==> config.mk <==
export PLATFORM = sky130hd
export DESIGN_NAME = trig_gen_ctrl
export DESIGN_NICKNAME = d
export VERILOG_FILES = /design/src/rtl/trig_ctrl_pkg.sv /design/src/rtl/trig_gen_ctrl.sv
export SDC_FILE = /design/constraint.sdc
export NUM_CORES = 1
export LEC_CHECK = 0
export BUFFER_PORTS_ARGS = -buffer_cell sky130_fd_sc_hd__buf_2
export CAP_MARGIN = 5
export CELL_PAD_IN_SITES_DETAIL_PLACEMENT = 0
export CELL_PAD_IN_SITES_GLOBAL_PLACEMENT = 1
export CORE_MARGIN = 2
export CORE_UTILIZATION = 35
export DETAILED_ROUTE_END_ITERATION = 10
export GPL_TIMING_DRIVEN = 0
export HOLD_SLACK_MARGIN = 0.03
export PLACE_DENSITY = 0.7
export SETUP_SLACK_MARGIN = 0.05
export SLEW_MARGIN = 10
export SYNTH_ARGS = -nofsm -noshare
export SYNTH_HDL_FRONTEND = slang
export SYNTH_SLANG_ARGS = --single-unit
==> constraint.sdc <==
create_clock -name ifclk -period 3.16 [get_ports ifclk]
set_clock_uncertainty 0.15 [all_clocks]
set_input_delay 0.316 -clock ifclk [delete_from_list [all_inputs] [get_ports ifclk]]
set_output_delay 0.316 -clock ifclk [all_outputs]
set_load 0.1 [all_outputs]
==> src/rtl/trig_ctrl_pkg.sv <==
// Shared constants and types for the trigger generator control block.
package trig_ctrl_pkg;

  // Register map
  localparam logic [1:0] ADDR_MASK_LO = 2'd0;
  localparam logic [1:0] ADDR_MASK_HI = 2'd1;
  localparam logic [1:0] ADDR_OFFSET  = 2'd2;
  localparam logic [1:0] ADDR_CTRL    = 2'd3;

  // Control register bit indices
  localparam int CTRL_COMMIT = 0;
  localparam int CTRL_START  = 1;
  localparam int CTRL_STOP   = 2;
  localparam int CTRL_GENRST = 3;

  // Beam mask split across the DSP B (low) and A (high) input registers
  localparam int MASK_B_BITS = 18;
  localparam int MASK_A_BITS = 30;
  localparam int MASK_BITS   = MASK_B_BITS + MASK_A_BITS;

  typedef enum logic [1:0] {
    ST_IDLE       = 2'd0,
    ST_WAIT_QUIET = 2'd1,
    ST_COMMIT     = 2'd2,
    ST_RESET      = 2'd3
  } state_t;

  // Bits [MASK_BITS-1:nbeams] set: beams that do not exist stay masked.
  function automatic logic [MASK_BITS-1:0] forced_mask(input int nbeams);
    logic [MASK_BITS:0] lo;
    lo = ({{MASK_BITS{1'b0}}, 1'b1} << nbeams) - {{MASK_BITS{1'b0}}, 1'b1};
    return ~lo[MASK_BITS-1:0];
  endfunction

endpackage

==> src/rtl/trig_gen_ctrl.sv <==
// Trigger generator control: stages the beam mask into the DSP A/B
// registers, commits it once trigger activity has been quiet, issues
// run start/stop pulses and a stretched generator reset.
module trig_gen_ctrl
  import trig_ctrl_pkg::*;
#(
  parameter int NBEAMS         = 48,
  parameter int QUIET_CYCLES   = 8,
  parameter int RST_CYCLES     = 16,
  parameter int COMMIT_TIMEOUT = 1023
) (
  input  logic                 ifclk,
  input  logic                 ifclk_rstn,
  input  logic                 reg_wr_i,
  input  logic [1:0]           reg_addr_i,
  input  logic [31:0]          reg_dat_i,
  input  logic                 trig_active_i,
  output logic [MASK_BITS-1:0] mask_o,
  output logic [1:0]           mask_wr_o,
  output logic                 mask_update_o,
  output logic [11:0]          offset_o,
  output logic                 runrst_o,
  output logic                 runstop_o,
  output logic                 gen_rst_o,
  output logic                 busy_o,
  output logic                 overrun_o,
  output logic [7:0]           commit_cnt_o
);

  localparam logic [MASK_BITS-1:0] FORCE = forced_mask(NBEAMS);

  localparam int QW  = $clog2(QUIET_CYCLES + 1);
  localparam int TW  = $clog2(COMMIT_TIMEOUT + 1);
  localparam int RW  = (RST_CYCLES > 1) ? $clog2(RST_CYCLES + 1) : 1;

  localparam logic [QW-1:0] QMAX = QW'(QUIET_CYCLES);
  localparam logic [TW-1:0] TMAX = TW'(COMMIT_TIMEOUT);
  localparam logic [RW-1:0] RMAX = RW'(RST_CYCLES - 1);

  // Write decode
  logic wr_lo, wr_hi, wr_off, wr_ctrl;
  logic c_commit, c_start, c_stop, c_genrst;

  assign wr_lo    = reg_wr_i && (reg_addr_i == ADDR_MASK_LO);
  assign wr_hi    = reg_wr_i && (reg_addr_i == ADDR_MASK_HI);
  assign wr_off   = reg_wr_i && (reg_addr_i == ADDR_OFFSET);
  assign wr_ctrl  = reg_wr_i && (reg_addr_i == ADDR_CTRL);
  assign c_commit = wr_ctrl && reg_dat_i[CTRL_COMMIT];
  assign c_start  = wr_ctrl && reg_dat_i[CTRL_START];
  assign c_stop   = wr_ctrl && reg_dat_i[CTRL_STOP];
  assign c_genrst = wr_ctrl && reg_dat_i[CTRL_GENRST];

  logic unused_dat;
  assign unused_dat = ^reg_dat_i[31:MASK_A_BITS];

  // Mask staging: data and its load strobe register on the same edge so the
  // DSP captures a settled value on the following edge.
  logic [MASK_BITS-1:0] mask_q;
  logic [1:0]           mask_wr_q;

  // Mask halves and their per-half load strobes
  always_ff @(posedge ifclk or negedge ifclk_rstn) begin
    if (!ifclk_rstn) begin
      mask_q    <= '1;
      mask_wr_q <= '0;
    end else begin
      mask_wr_q <= {wr_hi, wr_lo};
      if (wr_lo)
        mask_q[MASK_B_BITS-1:0] <= reg_dat_i[MASK_B_BITS-1:0] | FORCE[MASK_B_BITS-1:0];
      if (wr_hi)
        mask_q[MASK_BITS-1:MASK_B_BITS] <= reg_dat_i[MASK_A_BITS-1:0] | FORCE[MASK_BITS-1:MASK_B_BITS];
    end
  end

  // Address offset register
  logic [11:0] offset_q;
  always_ff @(posedge ifclk or negedge ifclk_rstn) begin
    if (!ifclk_rstn) offset_q <= '0;
    else if (wr_off) offset_q <= reg_dat_i[11:0];
  end

  // Run start/stop pulses; stop wins when both are requested
  logic runrst_q, runstop_q;
  always_ff @(posedge ifclk or negedge ifclk_rstn) begin
    if (!ifclk_rstn) begin
      runrst_q  <= 1'b0;
      runstop_q <= 1'b0;
    end else begin
      runrst_q  <= c_start && !c_stop;
      runstop_q <= c_stop;
    end
  end

  // Commit / reset sequencer
  state_t        state_q, state_d;
  logic [QW-1:0] quiet_q, quiet_d;
  logic [TW-1:0] tmo_q, tmo_d;
  logic [RW-1:0] rcnt_q, rcnt_d;
  logic          pend_q, pend_d;
  logic          upd_q, upd_d;
  logic          ovr_q, ovr_d;
  logic          grst_q, grst_d;
  logic          busy_q;
  logic [7:0]    cnt_q, cnt_d;

  // Next-state logic; a generator reset request overrides everything else
  always_comb begin
    state_d = state_q;
    quiet_d = quiet_q;
    tmo_d   = tmo_q;
    rcnt_d  = rcnt_q;
    pend_d  = pend_q;
    upd_d   = 1'b0;
    ovr_d   = ovr_q;
    grst_d  = grst_q;
    cnt_d   = cnt_q;
    if (c_genrst) begin
      // A commit in flight (or arriving with the reset) resumes afterwards.
      state_d = ST_RESET;
      rcnt_d  = '0;
      grst_d  = 1'b1;
      pend_d  = pend_q || c_commit || (state_q == ST_WAIT_QUIET);
    end else begin
      case (state_q)
        ST_IDLE: begin
          if (c_commit) begin
            state_d = ST_WAIT_QUIET;
            quiet_d = '0;
            tmo_d   = '0;
          end
        end
        ST_WAIT_QUIET: begin
          if (quiet_q == QMAX) begin
            state_d = ST_COMMIT;
            upd_d   = 1'b1;
            cnt_d   = cnt_q + 8'd1;
          end else if (tmo_q == TMAX) begin
            state_d = ST_COMMIT;
            upd_d   = 1'b1;
            cnt_d   = cnt_q + 8'd1;
            ovr_d   = 1'b1;
          end else begin
            tmo_d   = tmo_q + 1'b1;
            quiet_d = trig_active_i ? '0 : quiet_q + 1'b1;
          end
        end
        ST_COMMIT: begin
          state_d = ST_IDLE;
        end
        ST_RESET: begin
          if (rcnt_q == RMAX) begin
            grst_d  = 1'b0;
            state_d = (pend_q || c_commit) ? ST_WAIT_QUIET : ST_IDLE;
            pend_d  = 1'b0;
            quiet_d = '0;
            tmo_d   = '0;
            rcnt_d  = '0;
          end else begin
            rcnt_d  = rcnt_q + 1'b1;
            pend_d  = pend_q || c_commit;
          end
        end
        default: state_d = ST_IDLE;
      endcase
    end
  end

  // Sequencer state registers; pulses and busy are registered with the state
  always_ff @(posedge ifclk or negedge ifclk_rstn) begin
    if (!ifclk_rstn) begin
      state_q <= ST_IDLE;
      quiet_q <= '0;
      tmo_q   <= '0;
      rcnt_q  <= '0;
      pend_q  <= 1'b0;
      upd_q   <= 1'b0;
      ovr_q   <= 1'b0;
      grst_q  <= 1'b0;
      busy_q  <= 1'b0;
      cnt_q   <= '0;
    end else begin
      state_q <= state_d;
      quiet_q <= quiet_d;
      tmo_q   <= tmo_d;
      rcnt_q  <= rcnt_d;
      pend_q  <= pend_d;
      upd_q   <= upd_d;
      ovr_q   <= ovr_d;
      grst_q  <= grst_d;
      busy_q  <= (state_d != ST_IDLE);
      cnt_q   <= cnt_d;
    end
  end

  assign mask_o        = mask_q;
  assign mask_wr_o     = mask_wr_q;
  assign mask_update_o = upd_q;
  assign offset_o      = offset_q;
  assign runrst_o      = runrst_q;
  assign runstop_o     = runstop_q;
  assign gen_rst_o     = grst_q;
  assign busy_o        = busy_q;
  assign overrun_o     = ovr_q;
  assign commit_cnt_o  = cnt_q;

endmodule

==> results of run 1 <==
metrics by stage:
stage	area (um2)	setup WS (ns)
2_1_floorplan	4270	1.13
3_3_place_gp	5010	0.593
6_report	5610	1.01
3_5_place_dp	5040	0.993
4_1_cts	5610	0.982
5_1_grt	5610	0.735
logic make-up (layout without fill, tap and decap cells):
group / after synthesis / count (layout) / synth area share, %
muxes: 36 / 36 / 9.37
DFF: 98 / 98 / 58.8
AOI/OAI and AO/OA: 48 / 48 / 7.73
and+or+nand+nor: 163 / 163 / 18.8
buffers and inverters: 22 / 178 / 2.20
xor gates and xnor gates: 8 / 8 / 1.64
adders and majority gates: 5 / 5 / 1.46
state kept, by name, summed over array words and instances, names as in the netlist:
signal         cells
quiet_q            4
runrst_o           1
mask_wr_o          2
offset_o          12
rcnt_q             5
commit_cnt_o       8
runstop_o          1
mask_o            48
overrun_o          1
mask_update_o      1
pend_q             1
gen_rst_o          1
state_q            2
tmo_q             10
busy_o             1
cells in the final DEF (no fill, tap or decap), types with 2 or more instances in the layout:
master,netlist,final
o211ai_1,2,2
a211oi_1,2,2
nand3b_1,3,3
or3_1,2,2
dfstp_2,48,48
o21ai_0,13,13
inv_1,9,9
mux2_2,32,32
nor4b_1,3,3
nor4_4,2,2
and2_1,2,2
a211o_1,2,2
nand3_1,15,15
nand2_1,96,96
nor3_1,5,5
dfrtp_1,50,50
and4_1,2,2
a21oi_1,6,6
nor2_1,12,12
nor3b_1,2,2
a21o_1,4,4
a31oi_1,8,8
nand2b_1,3,3
mux2i_1,4,4
xor2_1,7,7
o31a_1,3,3
nand4b_1,2,2
dlygate4sd3_1,0,28
buf_2,3,113
clkbuf_1,7,9
nand4_1,5,5
clkbuf_16,0,10
ha_1,5,5
report_power, final:
part / total [mW] / internal, mW / leakage (nW) / switching (mW)
clock: 1.08 / 0.607 / 0.146 / 0.469
combinational: 2.01 / 0.412 / 1.40 / 1.60
sequential: 1.78 / 1.58 / 1.15 / 0.205
metal layers:
metal / track usage (%) / routed length, um / vias to the layer above
met5: 0 / 0 / -
met4: 6.02 / 97 / 0
met3: 5.93 / 736 / 7
met2: 25.9 / 4790 / 85
met1: 21.5 / 4590 / 1657
li1: - / - / 1625
worst max-delay path, cell delays in order, from the launching register on:
cell	delay, ns
dfrtp_1	0.37
inv_1	0.08
ha_1	0.21
nand3b_1	0.21
o31ai_4	0.17
a211oi_1	0.64
o221ai_1	0.19
what timing repair did:
action	CTS	global route
hold buffers	28	0
endpoints found under the setup margin	0	0
endpoints found under the hold margin	48	0
final timing paths:
kind,endpoint,slack (ns),cells after the start
max in group asynchronous,mask_o[15],1.80,3
min in group asynchronous,overrun_o,0.33,2
max,quiet_q[3],1.01,6
min reg2reg,mask_o[44],0.31,2
min,mask_o[19],0.06,3
max reg2reg,quiet_q[3],1.01,6
area by class of cell:
| type | count | area, um2 | share of cell area (%) |
|---|---|---|---|
| Buffer | 12 | 56.3 | 1.00 |
| Clock buffer | 13 | 272 | 4.84 |
| Clock inverter | 3 | 20.0 | 0.357 |
| Inverter | 10 | 37.5 | 0.669 |
| Multi-Input combinational cell | 260 | 1670 | 29.7 |
| Sequential cell | 98 | 2510 | 44.8 |
| Tap cell | 147 | 184 | 3.28 |
| Timing Repair Buffer | 140 | 866 | 15.4 |
==> impl_metrics.yaml, run 1 <==
timing:
  finalSetupViolations: 0
  rsz0062_at_grt: "no"
  worst_slew_pin_slew_ns: 0.689
  fin_hold_ws_ns: 0.0563
  fmax_mhz: 465
  fin_crit_sh_pct: 68.1
  drv_slew: 0
  tns_ns: 0
  finalHoldViolations: 0
  slew_headroom_pct: 53.8
  min_period_ns: 2.15
detailed_routing:
  drt_iter0_drc: 124
  antenna_left: 0
  wl_per_cell_um: 15.0
  viasPerCell: 4.94
  finalWirelength_um: 10200
  drc_errors: 0
  firstDrtPassIters: 4
  vias: 3374
die:
  core_mm2: 0.0120
  die_w_um: 114
  pin_count: 114
  rows: 40
  die-area_mm2: 0.0131
  start_util_pct: 35.7
  dieHeight_um: 114
global_routing:
  overflow: 0
  track_usage_pct: 16.6
  grt_pass1_wl_um: 17300
  grt_pass1_vias: 3525
  antenna_found_initial: 0
  grt_max_degree: 64
place:
  portBuffers: 111
  placed_cells: 639
  globalplace.congestion: 0.808
  hpwl_um: 7060
power:
  max-vdd-ir-drop_mv: 0.430
  leakagePower_nw: 2.69
  finalPower_mw: 4.87
  power_density_mw_per_mm2: 867
logic_synthesis:
  synthTopCellsByArea: "dfstp_2, dfrtp_1, mux2_2"
  synth_commonest_cells: "nand2_1, dfrtp_1, dfstp_2"
  synth_ff_type: "dfrtp_1"
  ys_seq_area_share_pct: 58.8
  synth-seq-cells: 98
  yosysTopAreaCell: "dfstp_2"
  synth_cell_types: 52
  synthesis.instances: 380
  synth.most_common_cell: "nand2_1"
  synthArstFlopShare_pct: 100
  synth_top_area_share_pct: 29.5
  yosys_warnings: 0
  synth_edf_count: 0
  syn_area_mm2: 0.00427
  synth_nets: 423
  syn_avg_cell_area_um2: 11.2
critical_path:
  startpoint_type: "flip-flop"
  worstPathArrival_ns: 2.20
  critPathRequiredTime_ns: 3.21
  critPathMaxFanout: 8
  end_kind: "flip-flop"
  critPathKind: "flip-flop to flip-flop"
  startpoint: "quiet_q[0]"
  r2r-start: "quiet_q[0]"
clock_network:
  cts_tree: "done"
  ctsResizeCount: 0
  htree_levels: 3
  root_buffer: "clkbuf_16"
  worstSkewPairLatency_ns: 0.34
  clock-sinks: 98
  cts_buffers: 9
  cts.clk_slew.worst_paths_ns: 0.07
  cts_buffer_depth: 2
  post_cts_buffers: 0
finish:
  areaGrowthSynthToFinish_pct: 31.4
  fin_nets: 574
  post_route_cells_drive_above_1_share_pct: 40.7
  antenna_cells: 0
  postLayoutCoreUtil_pct: 46.9
  fill_cells: 1111
  final_cells: 683
run:
  cap_violations: 0
worst_hold_path:
  hold_class: "input port to flip-flop"
  hp-start: "reg_dat_i[1]"
outcome:
  outcome: "finished, final reports clean"
No activity file was read; power rests on OpenSTA's default activity.
==> inputs of run 2 (changes only) <==
ABC_AREA = 1   (was unset)
PLACE_DENSITY = 0.73   (was 0.7)
clock period = 2.1 ns   (was 3.16 ns; I/O delays follow)
==> run 2 against run 1 <==
Effect of this change:
- global-route usage shrank 0.20 points
- worst setup slack lost 0.80 ns
- cell area grew 1.5%
- via count grew 9.6%
- synthesized area grew 1.0%
- total power grew 39%
- clock-buffer cell count grew 1
- routed wire length grew 3.5%
- combinational power grew 32%
- sequential power grew 40%
- register-to-register slack lost 0.75 ns
- synthesized cell count grew 28%
- largest cell class unchanged
- largest power group unchanged
==> impl_metrics.yaml, run 2 <==
outcome:
  outcome: "finished, final reports clean"
finish:
  postLayoutCoreUtil_pct: 47.4
  areaGrowthSynthToFinish_pct: 32.0
  final_common_cell: "nand2_1"
  layout_common_cells: "nand2_1, buf_2, dfrtp_1"
  antenna_cells: 0
  fin_nets: 686
  post_route_cells_drive_above_1_share_pct: 30.4
  design_area_mm2: 0.00570
  largest_reg_flops: 48
detailed_routing:
  drc_errors: 0
  firstDrtPassIters: 4
  viasPerCell: 4.65
  drt_iter0_drc: 193
  antenna_left: 0
  vias: 3697
  wl_per_cell_um: 13.3
  finalWirelength_um: 10600
clock_network:
  cts.clk_slew.worst_paths_ns: 0.06
  clock-sinks: 98
  worstSkewPairLatency_ns: 0.34
  root_buffer: "clkbuf_16"
  cts_buffers: 9
  post_cts_buffers: 0
  cts_tree: "done"
  htree_levels: 3
  cts_buffer_depth: 2
place:
  hpwl_um: 7440
  place_area_mm2: 0.00508
  portBuffers: 111
  globalplace.congestion: 0.780
logic_synthesis:
  synth_top_area_share_pct: 29.2
  yosysTopAreaCell: "dfstp_2"
  yosys_warnings: 0
  synth_edf_count: 0
  synthesis.instances: 488
  synth_ff_type: "dfrtp_1"
  syn_avg_cell_area_um2: 8.84
  synth_cell_types: 33
  syn_area_mm2: 0.00432
  synthTopCellsByArea: "dfstp_2, dfrtp_1, nand2_1"
  synthArstFlopShare_pct: 100
  synth_commonest_cells: "nand2_1, dfrtp_1, dfstp_2, o21ai_0, inv_1"
  synth-seq-cells: 98
  synth_nets: 531
  synth.most_common_cell: "nand2_1"
  ys_seq_area_share_pct: 58.2
power:
  power_density_mw_per_mm2: 1190
  max-vdd-ir-drop_mv: 0.397
  leakagePower_nw: 2.93
timing:
  fin_crit_sh_pct: 89.9
  finalSetupViolations: 0
  min_period_ns: 1.89
  worst_slew_pin_slew_ns: 0.674
  drv_slew: 0
  tns_ns: 0
  finalHoldViolations: 0
  slew_headroom_pct: 55.1
  fmax_mhz: 530
  rsz0062_at_grt: "no"
critical_path:
  startpoint_type: "input port"
  critPathKind: "input port to flip-flop"
  worstPathArrival_ns: 1.97
  critPathMaxFanout: 10
  critPathRequiredTime_ns: 2.18
  end_kind: "flip-flop"
global_routing:
  grt_pass1_wl_um: 17200
  grt_pass1_vias: 3500
  track_usage_pct: 16.4
  overflow: 0
  antenna_found_initial: 0
  grt_max_degree: 54
run:
  cap_violations: 0
die:
  rows: 40
  dieHeight_um: 115
  die_w_um: 115
  die-area_mm2: 0.0132
  core_mm2: 0.0120
  start_util_pct: 35.9
  pin_count: 114
worst_hold_path:
  hold_class: "input port to flip-flop"
-- run 2: cell types whose count changed after synthesis, moves of 6 or more --
cell     previous run  this run
a31oi_1             8         0
inv_1               9        47
mux2_2             32         0
nand2_1            96       169
nand4_1             5        11
nor2_1             12        25
o21ai_0            13        48
o21ai_1             0        10
-- run 2: critical path, stage by stage --
cell,delay (ns)
dlygate4sd3_1,0.54
buf_2,0.15
nand3_1,0.14
nor2_1,0.19
nand2_1,0.11
nand2_2,0.22
nand3_4,0.14
buf_6,0.17
nand2_1,0.05
nand2_1,0.05
-- run 2: power by group --
group,internal [mW],switching [mW],leakage [nW]
combinational,0.479,2.18,1.65
clock,0.958,0.661,0.137
sequential,2.30,0.189,1.15
-- run 2: what timing repair did --
action,CTS,global route
hold buffers,32,0
endpoints found under the hold margin,70,0
resized for setup,0,0
endpoints found under the setup margin,0,0
-- run 2: final cells by class --
type / instances / area, um2
buffer: 14 / 73.8
tap: 147 / 184
sequential: 98 / 2510
timing repair buffer: 144 / 906
clock inverter: 2 / 37.5
clock buffer: 14 / 254
fill: 1150 / 6310
inverter: 52 / 196
multi-input combinational: 324 / 1530
-- run 2: logic make-up (layout without fill, tap and decap cells) --
| family | after synthesis | after routing | share of synthesized area, % |
|---|---|---|---|
| AO/OA/AOI/OAI | 62 | 62 | 7.34 |
| XOR/XNOR | 7 | 7 | 1.42 |
| adder cells (fa/ha/maj) | 5 | 5 | 1.45 |
| buffers and inverters | 66 | 226 | 6.26 |
| flip-flops | 98 | 98 | 58.2 |
| AND/OR/NAND/NOR | 250 | 250 | 25.3 |
-- run 2: metrics by stage --
step | hold slack [ns] | setup WS (ns) | cells | power, mW
after floorplan | -0.236 | 0.102 | 488 | 4.66
after global placement | 0.254 | -0.360 | 746 | 5.12
after detailed placement | 0.135 | 0.258 | 747 | 5.15
after CTS | 0.0312 | 0.201 | 795 | 6.83
after global routing | 0.0540 | 0.0502 | 795 | 7.09
final | 0.0528 | 0.212 | 795 | 6.76
-- run 2: layer usage --
metal  GRT usage (%)  part of all wire, %
met3            3.16                  5.2
met1            22.0                   47
met2            26.5                   46
met4            6.59                  1.8
met5               0                    0
-- run 2: path summary, 6_finish.rpt --
| check | startpoint | end | slack, ns | cells past startpoint |
|---|---|---|---|---|
| worst max-delay path | reg_addr_i[0] | quiet_q[1] | 0.21 | 10 |
| min in group asynchronous | ifclk_rstn | mask_wr_o[1] | 0.31 | 2 |
| max in group asynchronous | ifclk_rstn | mask_o[40] | 0.78 | 3 |
| worst min register to register | mask_o[38] | mask_o[38] | 0.31 | 2 |
| worst min-delay path | reg_dat_i[1] | runrst_o | 0.05 | 3 |
| worst max register to register | tmo_q[0] | commit_cnt_o[5] | 0.26 | 8 |
==> inputs of run 3 (changes only) <==
RECOVER_POWER = 25   (was unset)
==> run 3 against run 2 <==
Effect of this change:
- combinational power barely moved
- critical path depth unchanged
- sequential power hardly changed
- routed wire length about the same
- worst setup slack stayed put
- global-route usage stayed put
- first-iteration DRC count down 0.52%
- cell area about the same
- fmax unchanged
- core utilization hardly changed
- via count about the same
- critical endpoint unchanged
- largest power group unchanged
- highest routed layer unchanged
==> impl_metrics.yaml, run 3 (same netlist as run 2, synthesis figures left out) <==
clock_network:
  htree_levels: 3
  cts_tree: "done"
  cts.clk_slew.worst_paths_ns: 0.06
  cts_buffer_depth: 2
  root_buffer: "clkbuf_16"
  cts_buffers: 9
  ctsResizeCount: 0
  clock-sinks: 98
  worstSkewPairLatency_ns: 0.34
global_routing:
  overflow: 0
  grt_pass1_wl_um: 17200
  grt_max_degree: 54
  track_usage_pct: 16.4
  antenna_found_initial: 0
  grt_pass1_vias: 3500
run:
  cap_violations: 0
timing:
  rsz0062_at_grt: "no"
  slew_headroom_pct: 12.6
  drv_slew: 0
  worst_slew_pin_slew_ns: 1.31
  min_period_ns: 1.89
  tns_ns: 0
  fmax_mhz: 530
  fin_ws_ns: 0.212
  fin_crit_sh_pct: 89.9
  finalSetupViolations: 0
  finalHoldViolations: 0
die:
  die_w_um: 115
  die-area_mm2: 0.0132
  pin_count: 114
  rows: 40
  core_mm2: 0.0120
  dieHeight_um: 115
  start_util_pct: 35.9
finish:
  antenna_cells: 0
  layout_common_cells: "nand2_1, buf_2, dfrtp_1"
  post_route_cells_drive_above_1_share_pct: 30.4
  areaGrowthSynthToFinish_pct: 32.0
  final_common_cell: "nand2_1"
  fin_nets: 686
  largest_reg_flops: 48
place:
  portBuffers: 111
  hpwl_um: 7440
  post-place-ws_ns: 0.258
  globalplace.congestion: 0.780
critical_path:
  end_kind: "flip-flop"
  critPathMaxFanout: 10
  startpoint_type: "input port"
  critPathKind: "input port to flip-flop"
  critPathRequiredTime_ns: 2.18
  worstPathArrival_ns: 1.97
  reg2reg_slack_ns: 0.26
detailed_routing:
  firstDrtPassIters: 4
  finalWirelength_um: 10600
  vias: 3700
  drt_iter0_drc: 192
  wl_per_cell_um: 13.3
  drc_errors: 0
  viasPerCell: 4.65
  antenna_left: 0
power:
  power_density_mw_per_mm2: 1190
  leakagePower_nw: 2.93
  max-vdd-ir-drop_mv: 0.397
worst_hold_path:
  hold_class: "input port to flip-flop"
outcome:
  outcome: "finished, final reports clean"
-- run 3: changes by cell type in the layout (fill, tap and decap cells not counted) --
| cell | before | now |
|---|---|---|
| buf_4 | 1 | 0 |
| clkbuf_2 | 0 | 1 |
-- run 3: area by class of cell --
class / instances / area, um2
fill: 1151 / 6320
sequential: 98 / 2510
multi-input combinational: 324 / 1530
inverter: 52 / 196
timing repair buffer: 144 / 903
clock inverter: 2 / 37.5
buffer: 14 / 73.8
tap: 147 / 184
clock buffer: 14 / 254
-- run 3: metal layers --
| metal | wire length [um] | GRT usage [%] |
|---|---|---|
| met1 | 4990 | 22.0 |
| met2 | 4850 | 26.5 |
| met3 | 551 | 3.16 |
| met4 | 190 | 6.59 |
| met5 | 0 | 0 |
-- run 3: what timing repair did --
item,in CTS,in global routing
buffers inserted,0,0
endpoints found under the setup margin,0,0
endpoints found under the hold margin,70,0
hold buffers,32,0
-- run 3: report_power, final --
| part | leakage [nW] | switching (mW) | internal [mW] | total [mW] |
|---|---|---|---|---|
| Sequential | 1.15 | 0.189 | 2.30 | 2.49 |
| Clock | 0.137 | 0.661 | 0.958 | 1.62 |
| Combinational | 1.65 | 2.18 | 0.479 | 2.66 |
-- run 3: final timing paths --
| kind | startpoint | to | cells past startpoint |
|---|---|---|---|
| min in group asynchronous | ifclk_rstn | mask_wr_o[1] | 2 |
| min | reg_dat_i[1] | runrst_o | 3 |
| min reg2reg | mask_o[38] | mask_o[38] | 2 |
| max | reg_addr_i[0] | quiet_q[1] | 10 |
| max reg2reg | tmo_q[0] | commit_cnt_o[5] | 8 |
| max in group asynchronous | ifclk_rstn | mask_o[40] | 3 |
-- run 3: worst max-delay path: stages --
cell	delay, ns
dlygate4sd3_1	0.54
buf_2	0.15
nand3_1	0.14
nor2_1	0.19
nand2_1	0.11
nand2_2	0.22
nand3_4	0.14
buf_6	0.17
nand2_1	0.05
nand2_1	0.05
-- run 3: through the flow --
stage | power (mW) | std cells | util (%) | area (um2) | hold WS (ns)
2_1_floorplan | 4.66 | 488 | - | 4320 | -0.236
3_3_place_gp | 5.12 | 746 | 42.1 | 5050 | 0.254
3_5_place_dp | 5.15 | 747 | 42.3 | 5080 | 0.135
4_1_cts | 6.83 | 795 | 47.4 | 5700 | 0.0312
5_1_grt | 7.09 | 795 | 47.4 | 5690 | 0.0540
6_report | 6.76 | 795 | 47.4 | 5690 | 0.0528
